$ cat config.mk
export PLATFORM = sky130hd
export DESIGN_NAME = alu_op_sequencer_flat
export DESIGN_NICKNAME = d
export VERILOG_FILES = /design/src/rtl/alu_op_sequencer_if.sv /design/src/rtl/alu_op_sequencer.sv /design/src/flat_wrapper.sv
export SDC_FILE = /design/constraint.sdc
export NUM_CORES = 1
export LEC_CHECK = 0
export CELL_PAD_IN_SITES_DETAIL_PLACEMENT = 1
export CELL_PAD_IN_SITES_GLOBAL_PLACEMENT = 1
export CORE_MARGIN = 8
export CORE_UTILIZATION = 34
export CTS_BUF_LIST = sky130_fd_sc_hd__clkbuf_2 sky130_fd_sc_hd__clkbuf_4 sky130_fd_sc_hd__clkbuf_8
export CTS_CLUSTER_SIZE = 40
export DETAILED_ROUTE_END_ITERATION = 16
export MAX_ROUTING_LAYER = met4
export PLACE_DENSITY_LB_ADDON = 0.1
export SLEW_MARGIN = 20
export SYNTH_ARGS = -nofsm -noshare
export SYNTH_HDL_FRONTEND = slang
export SYNTH_SLANG_ARGS = --single-unit
$ cat constraint.sdc
create_clock -name clk -period 12.3 [get_ports clk]
set_clock_uncertainty 0.1 [all_clocks]
set_input_delay 2.46 -clock clk [delete_from_list [all_inputs] [get_ports clk]]
set_output_delay 2.46 -clock clk [all_outputs]
set_load 0.03 [all_outputs]
$ cat src/rtl/alu_op_sequencer_if.sv
// Request/response bus of the ALU operation sequencer.
// The master drives requests and consumes results; the slave is the sequencer.
interface alu_op_sequencer_if;
    logic        in_valid;
    logic        in_ready;
    logic [4:0]  in_op;
    logic [31:0] in_x;
    logic [31:0] in_y;
    logic        out_valid;
    logic        out_ready;
    logic [66:0] out_result;
    logic [32:0] out_remainder;
    logic        out_err;

    modport master (
        output in_valid, in_op, in_x, in_y, out_ready,
        input  in_ready, out_valid, out_result, out_remainder, out_err
    );

    modport slave (
        input  in_valid, in_op, in_x, in_y, out_ready,
        output in_ready, out_valid, out_result, out_remainder, out_err
    );
endinterface

$ cat src/rtl/alu_op_sequencer.sv
// ALU operation sequencer: accepts one (op, X, Y) request and drives the ALU
// with stable operands for a per-class latency. It then captures the
// result/remainder into an output register that is held under backpressure.
// The ALU is parked at op 0 between operations so the multi-cycle units
// restart cleanly on every issue.
// Optional feature macro: DIV0_CHECK_EN rejects divide-by-zero at issue.
module alu_op_sequencer #(
    parameter int unsigned ADD_LAT   = 1,
    parameter int unsigned MUL_LAT   = 34,
    parameter int unsigned DIV_LAT   = 34,
    parameter int unsigned LOGIC_LAT = 1
) (
    input  logic                      clk,
    input  logic                      rst,
    alu_op_sequencer_if.slave         bus,
    output logic [4:0]                alu_op,
    output logic [31:0]               alu_x,
    output logic [31:0]               alu_y,
    input  logic [66:0]               alu_result,
    input  logic [32:0]               alu_remainder,
    output logic                      busy
);

    typedef enum logic [1:0] {
        ST_IDLE = 2'd0,
        ST_RUN  = 2'd1,
        ST_DONE = 2'd2
    } state_e;

    // Hold time on the ALU for each opcode class.
    function automatic logic [5:0] lat_of(input logic [4:0] op);
        logic [5:0] lat;
        case (op)
            5'd1, 5'd2: lat = 6'(ADD_LAT);
            5'd3:       lat = 6'(MUL_LAT);
            5'd4:       lat = 6'(DIV_LAT);
            5'd5, 5'd6, 5'd7, 5'd8, 5'd9: lat = 6'(LOGIC_LAT);
            default:    lat = 6'd1;
        endcase
        return lat;
    endfunction

    function automatic logic is_legal(input logic [4:0] op);
        return (op >= 5'd1) && (op <= 5'd9);
    endfunction

    state_e      state_q, state_d;
    logic [5:0]  cnt_q, cnt_d;
    logic [4:0]  alu_op_q, alu_op_d;
    logic [31:0] alu_x_q, alu_x_d;
    logic [31:0] alu_y_q, alu_y_d;
    logic        out_valid_q, out_valid_d;
    logic [66:0] out_result_q, out_result_d;
    logic [32:0] out_remainder_q, out_remainder_d;
    logic        out_err_q, out_err_d;
    logic        busy_q, busy_d;

    logic        div0_s;
    logic        reject_s;
    logic [32:0] reject_rem_s;

`ifdef DIV0_CHECK_EN
    assign div0_s = (bus.in_op == 5'd4) && (bus.in_y == 32'd0);
`else
    assign div0_s = 1'b0;
`endif

    // A rejected divide-by-zero reports X in the remainder; other rejects report 0.
    assign reject_s     = !is_legal(bus.in_op) || div0_s;
    assign reject_rem_s = div0_s ? {1'b0, bus.in_x} : 33'd0;

    // Next-state, counter and output-register computation.
    always_comb begin
        state_d         = state_q;
        cnt_d           = cnt_q;
        alu_op_d        = alu_op_q;
        alu_x_d         = alu_x_q;
        alu_y_d         = alu_y_q;
        out_valid_d     = out_valid_q;
        out_result_d    = out_result_q;
        out_remainder_d = out_remainder_q;
        out_err_d       = out_err_q;
        case (state_q)
            ST_IDLE: begin
                if (bus.in_valid) begin
                    if (reject_s) begin
                        out_result_d    = 67'd0;
                        out_remainder_d = reject_rem_s;
                        out_err_d       = 1'b1;
                        out_valid_d     = 1'b1;
                        state_d         = ST_DONE;
                    end else begin
                        alu_op_d = bus.in_op;
                        alu_x_d  = bus.in_x;
                        alu_y_d  = bus.in_y;
                        cnt_d    = lat_of(bus.in_op);
                        state_d  = ST_RUN;
                    end
                end else begin
                    state_d = ST_IDLE;
                end
            end
            ST_RUN: begin
                if (cnt_q == 6'd1) begin
                    out_result_d    = alu_result;
                    out_remainder_d = (alu_op_q == 5'd4) ? alu_remainder : 33'd0;
                    out_err_d       = 1'b0;
                    out_valid_d     = 1'b1;
                    alu_op_d        = 5'd0;
                    alu_x_d         = 32'd0;
                    alu_y_d         = 32'd0;
                    cnt_d           = 6'd0;
                    state_d         = ST_DONE;
                end else begin
                    cnt_d = cnt_q - 6'd1;
                end
            end
            ST_DONE: begin
                if (bus.out_ready) begin
                    out_valid_d = 1'b0;
                    state_d     = ST_IDLE;
                end else begin
                    state_d = ST_DONE;
                end
            end
            default: begin
                state_d     = ST_IDLE;
                cnt_d       = 6'd0;
                alu_op_d    = 5'd0;
                alu_x_d     = 32'd0;
                alu_y_d     = 32'd0;
                out_valid_d = 1'b0;
            end
        endcase
        busy_d = (state_d != ST_IDLE);
    end

    // State and output registers; reset abandons any operation in flight.
    always_ff @(posedge clk or posedge rst) begin
        if (rst) begin
            state_q         <= ST_IDLE;
            cnt_q           <= 6'd0;
            alu_op_q        <= 5'd0;
            alu_x_q         <= 32'd0;
            alu_y_q         <= 32'd0;
            out_valid_q     <= 1'b0;
            out_result_q    <= 67'd0;
            out_remainder_q <= 33'd0;
            out_err_q       <= 1'b0;
            busy_q          <= 1'b0;
        end else begin
            state_q         <= state_d;
            cnt_q           <= cnt_d;
            alu_op_q        <= alu_op_d;
            alu_x_q         <= alu_x_d;
            alu_y_q         <= alu_y_d;
            out_valid_q     <= out_valid_d;
            out_result_q    <= out_result_d;
            out_remainder_q <= out_remainder_d;
            out_err_q       <= out_err_d;
            busy_q          <= busy_d;
        end
    end

    assign bus.in_ready      = !rst && (state_q == ST_IDLE);
    assign bus.out_valid     = out_valid_q;
    assign bus.out_result    = out_result_q;
    assign bus.out_remainder = out_remainder_q;
    assign bus.out_err       = out_err_q;
    assign alu_op            = alu_op_q;
    assign alu_x             = alu_x_q;
    assign alu_y             = alu_y_q;
    assign busy              = busy_q;

endmodule

$ cat src/flat_wrapper.sv
// flat-port wrapper written by rule: the top's interface ports become plain ports
module alu_op_sequencer_flat 
#(
    parameter int unsigned ADD_LAT   = 1,
    parameter int unsigned MUL_LAT   = 34,
    parameter int unsigned DIV_LAT   = 34,
    parameter int unsigned LOGIC_LAT = 1
)
  (clk, rst, alu_op, alu_x, alu_y, alu_result, alu_remainder, busy, bus_in_valid, bus_in_op, bus_in_x, bus_in_y, bus_out_ready, bus_in_ready, bus_out_valid, bus_out_result, bus_out_remainder, bus_out_err);
  alu_op_sequencer_if bus_i ();
  input  logic clk;
  input  logic rst;
  output logic [4:0] alu_op;
  output logic [31:0] alu_x;
  output logic [31:0] alu_y;
  input  logic [66:0] alu_result;
  input  logic [32:0] alu_remainder;
  output logic busy;
  input wire logic [$bits(bus_i.in_valid)-1:0] bus_in_valid;
  input wire logic [$bits(bus_i.in_op)-1:0] bus_in_op;
  input wire logic [$bits(bus_i.in_x)-1:0] bus_in_x;
  input wire logic [$bits(bus_i.in_y)-1:0] bus_in_y;
  input wire logic [$bits(bus_i.out_ready)-1:0] bus_out_ready;
  output wire logic [$bits(bus_i.in_ready)-1:0] bus_in_ready;
  output wire logic [$bits(bus_i.out_valid)-1:0] bus_out_valid;
  output wire logic [$bits(bus_i.out_result)-1:0] bus_out_result;
  output wire logic [$bits(bus_i.out_remainder)-1:0] bus_out_remainder;
  output wire logic [$bits(bus_i.out_err)-1:0] bus_out_err;
  assign bus_i.in_valid = bus_in_valid;
  assign bus_i.in_op = bus_in_op;
  assign bus_i.in_x = bus_in_x;
  assign bus_i.in_y = bus_in_y;
  assign bus_i.out_ready = bus_out_ready;
  assign bus_in_ready = bus_i.in_ready;
  assign bus_out_valid = bus_i.out_valid;
  assign bus_out_result = bus_i.out_result;
  assign bus_out_remainder = bus_i.out_remainder;
  assign bus_out_err = bus_i.out_err;
  alu_op_sequencer #(.ADD_LAT(ADD_LAT), .MUL_LAT(MUL_LAT), .DIV_LAT(DIV_LAT), .LOGIC_LAT(LOGIC_LAT)) u_core (.clk(clk), .rst(rst), .bus(bus_i), .alu_op(alu_op), .alu_x(alu_x), .alu_y(alu_y), .alu_result(alu_result), .alu_remainder(alu_remainder), .busy(busy));
endmodule
==> flow_summary.yaml, run 1 <==
run_status:
  status: "complete, no violations"
drt:
  wl_per_cell_um: 22.1
  num_vias: 6258
  via_per_inst: 5.17
  drt_wl_total_um: 26700
  initialDrtViolationCount: 387
  drc: 0
  dr.pass1.iters: 4
  final_antenna_net_count: 0
yosys:
  yosys_most_used_dff: "dfrtp_1"
  yosysTopAreaCell: "dfrtp_1"
  async_flop_share_pct: 100
  ys_top_cells_by_area: "dfrtp_1 (62%), a22o_1 (12%), o31ai_1 (7.1%)"
  synth_warnings: 0
  syn_avg_cell_area_um2: 11.9
  synth-edff-count: 0
  ys_seq_area_share_pct: 62.2
  synth_nets: 785
  synthDistinctLibCells: 39
  synth_area_um2: 7250
  synth_top_area_share_pct: 62.2
  synth-seq-cells: 180
  postSynthCellCount: 610
global_route:
  globalRouteOverflowTotal: 0
  antenna_found_initial: 0
  grt_pass1_wl_um: 41200
  grt_max_degree: 141
  grt_pass1_vias: 6791
  track_usage_pct: 20.7
sta:
  setup_tns_ps: 0
  slew_viol_final: 0
  whs_ps: 400
  min_period_ps: 6390
  fmax_ghz: 0.157
  rsz0062_at_grt: "no"
  finalSetupViolCount: 0
  tightest_slew_ps: 1130
  layout_setup_ws_ps: 5910
  hold_viol: 0
  slew-limit-headroom_pct: 24.5
  finalCritPeriodShare_pct: 51.9
floorplanning:
  core-area_um2: 21000
  io_pins: 346
  initial_core_util_pct: 34.6
  die_w_um: 162
  die_height_um: 162
  fp-row-count: 53
  dieArea_um2: 26200
critical_path:
  worstReg2RegEnd: "u_core.bus.out_result[20]"
  critPathRequiredTime_ps: 9740
  crit_top_cell: "clkdlybuf4s50_1"
  path_max_fanout: 2
  path_class: "in2out"
  path_cells: "clkdlybuf4s50_1, nor3_1, clkdlybuf4s50_1"
  start_kind: "primary input"
  critPathMaxStageDelay_ps: 710
  end_kind: "primary output"
  reg2regPathDepth: 7
  rrSetupSlack_ps: 9700
  arrival_ps: 3830
  cpMaxStageDelayCell: "clkdlybuf4s50_1"
  reg2reg_from: "u_core.cnt_q[1]"
hold_path:
  min_to: "u_core.bus.out_valid"
  hold_class: "reg2reg"
  hp-start: "u_core.bus.out_valid"
  hold_depth: 2
clock_tree:
  path_clk_slew_ps: 90
  cts_buffers: 17
  ctsHoldBuffers: 0
  cts_root_buffer: "clkbuf_8"
  htreeDepth: 4
  cts.repair.resized: 0
  clock-sinks: 180
  clockBufferDepth: 2
  cts_setup_buffers: 0
  worstSkewPairLatency_ps: 440
  tritoncts: "built"
final_layout:
  diodes: 0
  syn_to_final_growth_pct: 54.7
  drive_above_1_share_pct: 5.67
  design_area_um2: 11200
  nNetsFinal: 1098
placed_design:
  placed_area_um2: 10800
  place_ws_ps: 5910
  hpwl_um: 19400
  gp_congestion: 0.775
  port_buffers: 345
power_and_ir_drop:
  power_density_nw_per_um2: 235
  total_power_mw: 2.64
  peakVddDrop_v: 0.000113
  p_leak_nw: 4.80
run:
  cap_violations: 0
## cell type report
| type | instances | area [um2] |
|---|---|---|
| Clock inverter | 13 | 126 |
| Clock buffer | 18 | 241 |
| Inverter | 5 | 23.8 |
| Fill cell | 2190 | 9740 |
| Timing Repair Buffer | 354 | 3540 |
| Sequential cell | 180 | 4500 |
| Tap cell | 275 | 344 |
| Multi-Input combinational cell | 365 | 2430 |
## critical path, delay by kind of cell
family,cells,cell delay [ps]
simple gates,1,160
buf+inv,2,1200
## cell families after synthesis
family,synth area share [%]
AO/OA/AOI/OAI,25.8
flip-flops,62.2
adder cells (fa/ha/maj),0.345
multiplexers,0.276
AND/OR/NAND/NOR,6.61
XOR/XNOR,0.121
buffers and inverters,4.73
## cells in the final DEF, fill, tap and decap left out, types with 3 or more instances in the layout
cell type	count
inv_1	4
clkinv_4	4
dfrtp_1	180
clkdlybuf4s50_1	345
clkbuf_8	17
inv_6	5
o21ai_1	7
o21ai_0	67
buf_4	7
o31ai_1	69
clkinv_2	3
a22o_1	100
nand2_1	75
nand3_1	3
nor2_1	4
nor3_1	3
a21oi_1	4
## power breakdown
part	total (mW)	internal (mW)	switching, mW
Combinational	1.36	0.528	0.834
Sequential	0.892	0.777	0.115
Clock	0.385	0.165	0.219
## synth_stat cells, types with 3 or more instances
cell type	n
a21oi_1	5
a22o_1	100
buf_2	23
buf_6	8
clkbuf_1	23
dfrtp_1	180
inv_1	5
nand2_1	75
nand3_1	3
nor2_1	6
nor3_1	3
o21ai_0	67
o21ai_1	7
o31ai_1	69
## routing by layer
layer / vias to the layer above / share of wire (%) / global-route usage, %
li1: 2877 / - / -
met1: 3086 / 41 / 23.8
met2: 260 / 48 / 33.2
met3: 35 / 8.9 / 7.34
met4: 0 / 2.2 / 6.78
met5: - / 0 / -
## stage by stage
step           util [%]  std cells
3_5_place_dp       51.7       1179
6_report           53.5       1210
4_1_cts            53.5       1210
3_3_place_gp       51.6       1178
2_1_floorplan         -        610
5_1_grt            53.5       1210
## worst max-delay path by stage
stage | from | to | slack, ps | depth (start not counted)
after floorplan | rst | u_core.alu_op[0] | 4850 | 1
after global placement | rst | bus_in_ready | 5850 | 3
after detailed placement | rst | bus_in_ready | 5910 | 3
after CTS | rst | bus_in_ready | 5900 | 3
after global routing | rst | bus_in_ready | 5890 | 3
final | rst | bus_in_ready | 5910 | 3
## registers in the layout, summed over array words and instances (netlist names)
signal and cells:
u_core.bus.out_result 67, u_core.bus.out_remainder 33, u_core.alu_x 32, u_core.alu_y 32, u_core.cnt_q 6, u_core.alu_op 5
u_core.state_q 2, u_core.bus.out_err 1, u_core.bus.out_valid 1, u_core.busy 1
No activity file was read; power rests on OpenSTA's default activity.
==> inputs of run 2 (changes only) <==
--- a/config.mk
+++ b/config.mk
@@ -8,7 +8,7 @@
 export CELL_PAD_IN_SITES_DETAIL_PLACEMENT = 1
 export CELL_PAD_IN_SITES_GLOBAL_PLACEMENT = 1
 export CORE_MARGIN = 8
-export CORE_UTILIZATION = 34
+export CORE_UTILIZATION = 29
 export CTS_BUF_LIST = sky130_fd_sc_hd__clkbuf_2 sky130_fd_sc_hd__clkbuf_4 sky130_fd_sc_hd__clkbuf_8
 export CTS_CLUSTER_SIZE = 40
 export DETAILED_ROUTE_END_ITERATION = 16
==> constraint.sdc (replaced) <==
create_clock -name clk -period 5.66 [get_ports clk]
set_clock_uncertainty 0.1 [all_clocks]
set_input_delay 1.132 -clock clk [delete_from_list [all_inputs] [get_ports clk]]
set_output_delay 1.132 -clock clk [all_outputs]
set_load 0.03 [all_outputs]
==> run 2 against run 1 <==
Non-clock buffer count shrank 1; register-to-register slack got worse by 6600 ps; sequential power rose by 120%; first-iteration DRC count down 18%; cell area is 0.85% higher; largest cell class unchanged; utilization is 8.1 points lower; die area rose by 15%; global-route usage shrank 2.8 points; count of clock-buffer cells in the layout did not move; wire length grew 0.18%; clock power increased by 130%.
==> flow_summary.yaml, run 2 (synthesis results as in run 1) <==
global_route:
  globalRouteMet3Util_pct: 5.75
  grt_max_degree: 181
  grt_pass1_vias: 6820
  grt_use_met2_pct: 28.0
  met1_usage_pct: 22.0
  antenna_found_initial: 1
  grt_pass1_wl_um: 41800
  top_usage_layer: "met2"
  globalRouteOverflowTotal: 0
  track_usage_pct: 17.8
hold_path:
  hp-start: "u_core.cnt_q[4]"
  min_to: "u_core.cnt_q[4]"
  hold_depth: 1
  hold_class: "reg2reg"
clock_tree:
  ctsHoldBuffers: 0
  htreeDepth: 4
  clockBufferDepth: 2
  cts_root_buffer: "clkbuf_8"
  tritoncts: "built"
  clock-sinks: 180
  cts_setup_buffers: 0
  cts_buffers: 17
  path_clk_slew_ps: 100
  worstSkewPairLatency_ps: 450
  cts.repair.resized: 0
critical_path:
  reg2regPathDepth: 5
  crit_family: "buffers and inverters"
  path_buf_inv: 2
  critPathRequiredTime_ps: 4430
  rrSetupSlack_ps: 3130
  arrival_ps: 2490
  start_kind: "primary input"
  reg2reg_from: "u_core.state_q[0]"
  worstReg2RegEnd: "u_core.bus.out_result[24]"
  end_kind: "primary output"
  path_cells: "clkdlybuf4s50_1, nor3_1, clkdlybuf4s50_1"
  crit_path_start: "rst"
  cpMaxStageDelayCell: "clkdlybuf4s50_1"
  path_class: "in2out"
  crit_top_cell: "clkdlybuf4s50_1"
  critPathMaxStageDelay_ps: 710
  path_max_fanout: 2
final_layout:
  fillCellCount: 2712
  drive_above_1_share_pct: 5.67
  design_area_um2: 11300
  syn_to_final_growth_pct: 56.0
  nNetsFinal: 1097
  largest_reg_flops: 67
  final_common_cell: "clkdlybuf4s50_1"
  final_cell_mix: "clkdlybuf4s50_1 (345), dfrtp_1 (180), a22o_1 (100), nand2_1 (75), o31ai_1 (69)"
  instances_no_fill: 1267
  final_util_pct: 45.4
placed_design:
  hpwl_um: 19100
  placed_area_um2: 10900
  gp_congestion: 0.820
  port_buffers: 345
  place_inst: 1233
drt:
  dr.pass1.iters: 4
  drc: 0
  via_per_inst: 4.93
  wl_per_cell_um: 21.1
  initialDrtViolationCount: 319
  num_vias: 6249
  final_antenna_net_count: 0
  drt_wl_total_um: 26800
run_status:
  status: "complete, no violations"
floorplanning:
  die_height_um: 174
  fp-row-count: 58
  io_pins: 346
  core-area_um2: 24900
  dieArea_um2: 30300
  initial_core_util_pct: 29.1
  die_w_um: 174
sta:
  whs_ps: 393
  rsz0062_at_grt: "no"
  tightest_slew_ps: 975
  setup_tns_ps: 0
  slew_viol_final: 0
  hold_viol: 0
  slew-limit-headroom_pct: 35.0
  min_period_ps: 3730
  fmax_ghz: 0.268
  finalCritPeriodShare_pct: 65.8
  finalSetupViolCount: 0
power_and_ir_drop:
  power_density_nw_per_um2: 511
  peakVddDrop_v: 0.000197
  p_leak_nw: 4.79
run:
  cap_violations: 0
## run 2: area by class of cell
| type | count | area (um2) | area share [%] |
|---|---|---|---|
| clock buffers | 18 | 248 | 2.19 |
| repair buffers | 353 | 3540 | 31.3 |
| flip-flops and latches | 180 | 4500 | 39.8 |
| clock inverters | 14 | 138 | 1.22 |
| diodes | 2 | 5.00 | 0.0443 |
| well taps | 330 | 413 | 3.65 |
| inverters | 5 | 22.5 | 0.199 |
| multi-input cells | 365 | 2440 | 21.5 |
## run 2: power by group
group          internal [mW]  switching [mW]
clock network          0.340           0.529
registers               1.69           0.257
logic                   1.15            1.81
## run 2: layer usage
layer	share of wire (%)	routed length, um
met5	0	0
met2	47	12600
met4	1.5	409
met1	45	11900
met3	6.7	1800
## run 2: worst max path at each step
stage                       end  slack, ps  depth (start not counted)
6_report           bus_in_ready       1930                          3
5_1_grt            bus_in_ready       1900                          3
4_1_cts            bus_in_ready       1950                          3
3_5_place_dp   u_core.alu_x[25]       1690                          6
3_3_place_gp   u_core.alu_x[16]       1880                          6
2_1_floorplan  u_core.alu_op[0]       2120                          1
## run 2: worst register-to-register path, cell delays in order (launching register included)
cell	delay [ps]
dfrtp_1	690
nor2b_1	140
o31ai_1	140
a21o_2	520
buf_4	610
a22o_1	270
## run 2: through the flow
step	total power [mW]	setup WS, ps
CTS	5.87	1950
global placement	4.87	1880
finish	5.77	1930
detailed placement	4.97	1690
floorplan	3.73	2120
global route	6.14	1900
